**config.mk**
```make
export PLATFORM = sky130hd
export DESIGN_NAME = i2s_rx
export DESIGN_NICKNAME = d
export VERILOG_FILES = /design/src/rtl/i2s_rx.sv
export SDC_FILE = /design/constraint.sdc
export NUM_CORES = 1
export LEC_CHECK = 0
export ABC_AREA = 1
export CAP_MARGIN = 10
export CORE_AREA = 4 4 105 82
export CTS_CLUSTER_DIAMETER = 60
export CTS_CLUSTER_SIZE = 12
export DETAILED_ROUTE_END_ITERATION = 7
export DIE_AREA = 0 0 109 86
export GPL_TIMING_DRIVEN = 0
export PLACE_DENSITY = 0.85
export RECOVER_POWER = 100
export SYNTH_ARGS = -nofsm -noshare
export SYNTH_HDL_FRONTEND = slang
export SYNTH_SLANG_ARGS = --single-unit
```
**constraint.sdc**
```tcl
create_clock -name bick -period 2.9 [get_ports bick]
set_input_delay 0.58 -clock bick [delete_from_list [all_inputs] [get_ports bick]]
set_output_delay 0.58 -clock bick [all_outputs]
set_load 0.005 [all_outputs]
```
**src/rtl/i2s_rx.sv**
```systemverilog
// ---------------------------------------------------------------------------
// i2s_rx : 24-bit stereo I2S deserializer, single bit-clock domain (bick).
//
// Samples sdto on bick rising edges. Word select lrck frames the stream:
// a falling lrck edge starts a left half-frame and a rising edge starts a
// right half-frame. One left word and one right word are assembled per
// frame and published together.
//
// Ports
//   bick        in   serial bit clock, all logic on its rising edge
//   reset       in   asynchronous active-low reset
//   lrck        in   word select, 0 = left, 1 = right
//   start       in   capture enable (level); 0 forces IDLE and flushes state
//   sdto        in   serial data, MSB first
//   data_left   out  last complete left word (24-bit two's complement)
//   data_right  out  last complete right word
//   stop        out  one-cycle frame-complete pulse
//   fsm_state   out  current FSM state (debug observation)
//
// Handshake: stop is a valid-only strobe with no ready; data_left and
// data_right change only on the edge that raises stop and hold otherwise,
// so a consumer may sample them in the cycle stop is high or any time later.
//
// Build option: I2S_LEFT_JUSTIFIED_EN selects left-justified framing
// (no one-bit delay slot after the lrck edge). Default is standard I2S.
// ---------------------------------------------------------------------------
module i2s_rx (
  input  logic        bick,
  input  logic        reset,
  input  logic        lrck,
  input  logic        start,
  input  logic        sdto,
  output logic [23:0] data_left,
  output logic [23:0] data_right,
  output logic        stop,
  output logic [2:0]  fsm_state
);

  typedef enum logic [2:0] {
    IDLE  = 3'd0,
    SYNC  = 3'd1,
    DELAY = 3'd2,
    SHIFT = 3'd3,
    WAIT  = 3'd4
  } state_t;

  // State entered after an lrck edge: the delay slot for I2S, or straight
  // into capture for left-justified framing.
`ifdef I2S_LEFT_JUSTIFIED_EN
  localparam state_t HALF_START = SHIFT;
`else
  localparam state_t HALF_START = DELAY;
`endif

  state_t      state;
  logic        lrck_d;
  logic [4:0]  bit_cnt;
  logic [23:0] shift_reg;
  logic [23:0] left_shadow;
  logic        pend_left;
  logic        chan;        // channel of the current half-frame, 1 = right

  logic        lrck_edge;
  logic        lrck_fall;
  logic [23:0] word_next;

  assign lrck_edge = lrck ^ lrck_d;
  assign lrck_fall = lrck_edge & ~lrck;
  assign word_next = {shift_reg[22:0], sdto};
  assign fsm_state = state;

  always_ff @(posedge bick or negedge reset) begin
    if (!reset) begin
      state       <= IDLE;
      lrck_d      <= 1'b0;
      bit_cnt     <= 5'd0;
      shift_reg   <= 24'd0;
      left_shadow <= 24'd0;
      pend_left   <= 1'b0;
      chan        <= 1'b0;
      data_left   <= 24'd0;
      data_right  <= 24'd0;
      stop        <= 1'b0;
    end else begin
      lrck_d <= lrck;
      stop   <= 1'b0;
      if (!start) begin
        state     <= IDLE;
        bit_cnt   <= 5'd0;
        shift_reg <= 24'd0;
        pend_left <= 1'b0;
      end else begin
        case (state)
          IDLE: state <= SYNC;

          // Only a falling edge synchronises, so capture always begins with
          // a left word and frames pair up as left-then-right.
          SYNC: begin
            if (lrck_fall) begin
              state   <= HALF_START;
              chan    <= 1'b0;
              bit_cnt <= 5'd0;
            end
          end

          DELAY: begin
            state   <= SHIFT;
            bit_cnt <= 5'd0;
          end

          SHIFT: begin
            if (bit_cnt == 5'd23) begin
              // Final bit completes the word even if the next half-frame's
              // edge arrives on the same cycle (minimum-length half-frame).
              shift_reg <= word_next;
              if (!chan) begin
                left_shadow <= word_next;
                pend_left   <= 1'b1;
              end else if (pend_left) begin
                data_left  <= left_shadow;
                data_right <= word_next;
                stop       <= 1'b1;
                pend_left  <= 1'b0;
              end
              if (lrck_edge) begin
                state   <= HALF_START;
                chan    <= lrck;
                bit_cnt <= 5'd0;
              end else begin
                state <= WAIT;
              end
            end else if (lrck_edge) begin
              // Short half-frame: drop the partial word and break the pair.
              state     <= HALF_START;
              chan      <= lrck;
              bit_cnt   <= 5'd0;
              shift_reg <= 24'd0;
              pend_left <= 1'b0;
            end else begin
              shift_reg <= word_next;
              bit_cnt   <= bit_cnt + 5'd1;
            end
          end

          // Bits past the 24th (32/64 bick per half-frame) are ignored.
          WAIT: begin
            if (lrck_edge) begin
              state   <= HALF_START;
              chan    <= lrck;
              bit_cnt <= 5'd0;
            end
          end

          default: state <= IDLE;
        endcase
      end
    end
  end

endmodule

```
# Yosys cells after proc, flatten, opt, wreduce, memory -nomap -nowiden
# Index checks and enable logic that the tools add are counted.
# totals
register_bits	107
input_bits	5
output_inout_bits	52
word_cells	63
# op_classes
add_sub_neg	1
eq_ne	11
muxes	29
n_bitwise	4
n_reduce_logical	8
# ops
operator	n
$mux W23	4
$mux W5	5
$pmux W5 S4	1
$mux W3	5
$pmux W3 S5	1
$mux W1	12
$reduce_and A4 Y1	2
$eq A3 B2 Y1 const B	2
$add A5 B1 Y5 const B	1
$eq A5 B5 Y1 const B	1
$ne A5 B1 Y1 const B	1
$reduce_and A5 Y1	1
$ne A2 B1 Y1 const B	2
$reduce_and A2 Y1	2
$eq A3 B1 Y1 const B	1
$eq A3 B3 Y1 const B	1
$logic_not A3 Y1	1
$ne A3 B1 Y1 const B	1
$ne A3 B3 Y1 const B	1
$ne A2 B2 Y1 const B	1
$not A1 Y1	2
$pmux W1 S2	1
$reduce_bool A2 Y1	1
$reduce_or A2 Y1	1
2 further kinds	2

# Longest topological paths before layout
# logic_depth
ltp_word	5
mapped_depth	9
depth_no_buf	9

# Worst setup path before layout
# OpenSTA, ideal clock, no wires.
# synth_timing
kind	input port to flip-flop
from	input start
to	register data_left[14]
setup_time_ns	0.133
t_arrival_ns	1.459
t_required_ns	2.767
path_slack_ns	1.307
stages	8
path_buffers	3
cell_sequence	clkbuf_2 > inv_1 > nor2_1 > nand3_2 > buf_6 > buf_6 > nand2_1 > o21ai_0
# synth_between
elab_chain_cells	1
# synth_lines
element	line_no	source
start, declared	31	input logic start,
$reduce_and A5 Y1 (no source line)	-	
end signal, assigned	120	data_left <= left_shadow;
end, declared	33	output logic [23:0] data_left,
# No other way between the ends.
# A chain may end at the register's enable or synchronous reset.

# Worst setup path in the final report
# layout_timing
from	register bit_cnt[1]
to	register data_left[19]
# layout_between
elab_chain_cells	2
# layout_lines
element	line_no	source
start, declared	57	logic [4:0] bit_cnt;
start signal, assigned	141	bit_cnt <= bit_cnt + 5'd1;
$eq A5 B5 Y1	112	if (bit_cnt == 5'd23) begin
$reduce_and A5 Y1 (no source line)	-	
# No other way between the ends.

==> reports/results.ini <==
[finish]
syn2layout_area_growth_pct = 19.3
diodes = 0
top_regs = data_left x24, data_right x24, left_shadow x24
finish.utilization = 0.688
layout.cells.most_common = nand2_1
final_cell_mix = 120 x nand2_1, 107 x dfrtp_1, 89 x o21ai_0
drive_gt1_frac = 0.0676
fin_nets = 549

[clock_tree]
clk_pin_slew_ps = 110
cts-buffers-inserted = 9
clk_path_buf_depth = 2
cts_root_buf = clkbuf_8
cts-htree-levels = 3
insertion_delay_ps = 370
cts_hold_buf = 0
post-cts-setup-buffers = 0
cts_tree = built
cts_resized = 0
cts.sinks = 107

[worst_setup_path]
path_depth = 6
crit_chain = ha_1 > nand2_1 > nor2_1 > nand3_1 > clkbuf_1 > o21ai_0
crit_required_ps = 3170
crit_family = simple AND/OR/NAND/NOR gates
cpPeakStageDelay_ps = 490
start_kind = flop
r2r-start = bit_cnt[1]$_DFFE_PN0P_
path_class = flop to flop
end_kind = flop
cp.arrival_ps = 2590
cp.buffers_inverters = 1
crit_fanout = 10
crit_path_top_delay_cell = nor2_1
reg2reg_to = data_left[19]$_DFFE_PN0P_
r2r_slack_ps = 570
reg2reg_depth = 6

[route]
post-route-drc-count = 0
vias = 3510
wl_mm = 9.81
first_pass_iters = 4
antenna_left = 0
detail_route.wl_per_cell_um = 15.0
vias_per_cell = 5.38
drtIter0Drc = 225

[synthesis]
yosys.cell_types.count = 25
ys_warn_count = 0
synthCells = 475
avgSynthCellArea_um2 = 9.31
synth_seq_cells = 107
yosysSeqAreaShare = 0.605
netlist_area_um2 = 4420
syn-num-nets = 482

[floorplan]
ios = 57
fp.dieH_um = 86
fp-row-count = 28
die_w_um = 109
dieArea_um2 = 9370
initial_core_util = 0.576
core-area_um2 = 7670

[timing]
rsz0062_at_grt = no
tns_ps = 0
fin_skew_ps = 13.2
tightest_slew_ps = 1430
slew-limit-headroom = 0.0456
setup_viol = 0
final-max-slew-violation-count = 0
hold_viol = 0
holdWs_ps = 490
fin_crit_sh = 0.802
fin_crit_ps = 2330
worst_slack_ps = 575
max_freq_ghz = 0.430

[placement]
dp_slack_ps = 562
dp_hpwl_mm = 6.98
gp_congestion = 0.826
portBuffers = 55

[job]
cap_viol_max_count = 0

[hold_path]
min_path_cells = 2
min_from = data_right[9]$_DFFE_PN0P_
hold_class = flop to flop
min_to = data_right[9]$_DFFE_PN0P_

[grt]
grt_antenna_before_repair = 0
grt_max_degree = 59
grtUsageTotal = 0.229
grt_pass1_wl_mm = 16.8
grt_pass1_vias = 3529
grt_overflow = 0

[run_status]
status = finished, final reports clean

[power]
ir_worst_vdd_v = 0.000370
p_per_area_nw_per_um2 = 468
total_power_w = 0.00247
p_leak_nw = 2.65

==> worst register-to-register path: cells and delay by family, from the launching register on <==
kind	cells	cell delay, ps
adder cells (fa/ha/maj)	1	220
flip-flops	1	470
AO/OA/AOI/OAI	1	320
AND/OR/NAND/NOR	3	910
buffers and inverters	1	330
==> worst max-delay path by stage <==
stage	start	to	slack [ps]
2_1_floorplan	start	data_left[14]$_DFFE_PN0P_	1310
3_3_place_gp	reset	fsm_state[0]$_DFFE_PN0P_	-2580
3_5_place_dp	lrck	shift_reg[13]$_DFFE_PN0P_	560
4_1_cts	fsm_state[1]$_DFFE_PN0P_	fsm_state[1]	820
5_1_grt	bit_cnt[1]$_DFFE_PN0P_	data_left[19]$_DFFE_PN0P_	410
6_report	bit_cnt[1]$_DFFE_PN0P_	data_left[19]$_DFFE_PN0P_	570
==> synth_stat cells, drive strengths merged <==
library cell / instances / area share
a21oi: 7 / 0.0079
inv: 59 / 0.050
dfrtp: 107 / 0.61
ha: 2 / 0.0057
nand2: 121 / 0.10
a31oi: 1 / 0.0014
nand3b: 1 / 0.0045
nand4: 2 / 0.0028
buf: 15 / 0.030
nor3: 1 / 0.0011
nor2: 14 / 0.016
o21ai: 99 / 0.12
clkbuf: 8 / 0.0071
nand3: 38 / 0.047
==> metal layers <==
metal	global-route usage	routed length [um]
met5	0	0
met4	0.0711	153
met3	0.0474	630
met2	0.365	4810
met1	0.320	4220
==> per-stage QoR <==
stage / cell area (um2) / instances
finish: 5280 / 652
global route: 5280 / 652
global placement: 5100 / 635
CTS: 5320 / 652
detailed placement: 5130 / 636
floorplan: 4420 / 475
==> final cells by class <==
type	count	area [um2]
Fill cell	572	2390
Multi-Input combinational cell	286	1330
Clock buffer	10	128
Buffer	23	163
Timing Repair Buffer	56	573
Inverter	59	221
Tap cell	105	131
Sequential cell	107	2680
Clock inverter	6	58.8
==> kinds of logic (layout without fill, tap and decap cells) <==
family / count (synthesis) / in the layout / share of synthesized area
adders and majority gates: 2 / 2 / 0.00566
DFF: 107 / 107 / 0.605
buffers and inverters: 82 / 154 / 0.0874
and+or+nand+nor: 177 / 177 / 0.175
AOI/OAI and AO/OA: 107 / 107 / 0.126
==> where the power goes <==
group	switching [W]	internal [W]	leakage, nW	total [W]
combinational	0.0000795	0.0000272	1.19	0.000107
clock	0.000528	0.000331	0.0906	0.000859
sequential	0.00000926	0.00150	1.37	0.00150
No activity file was read; power rests on OpenSTA's default activity.
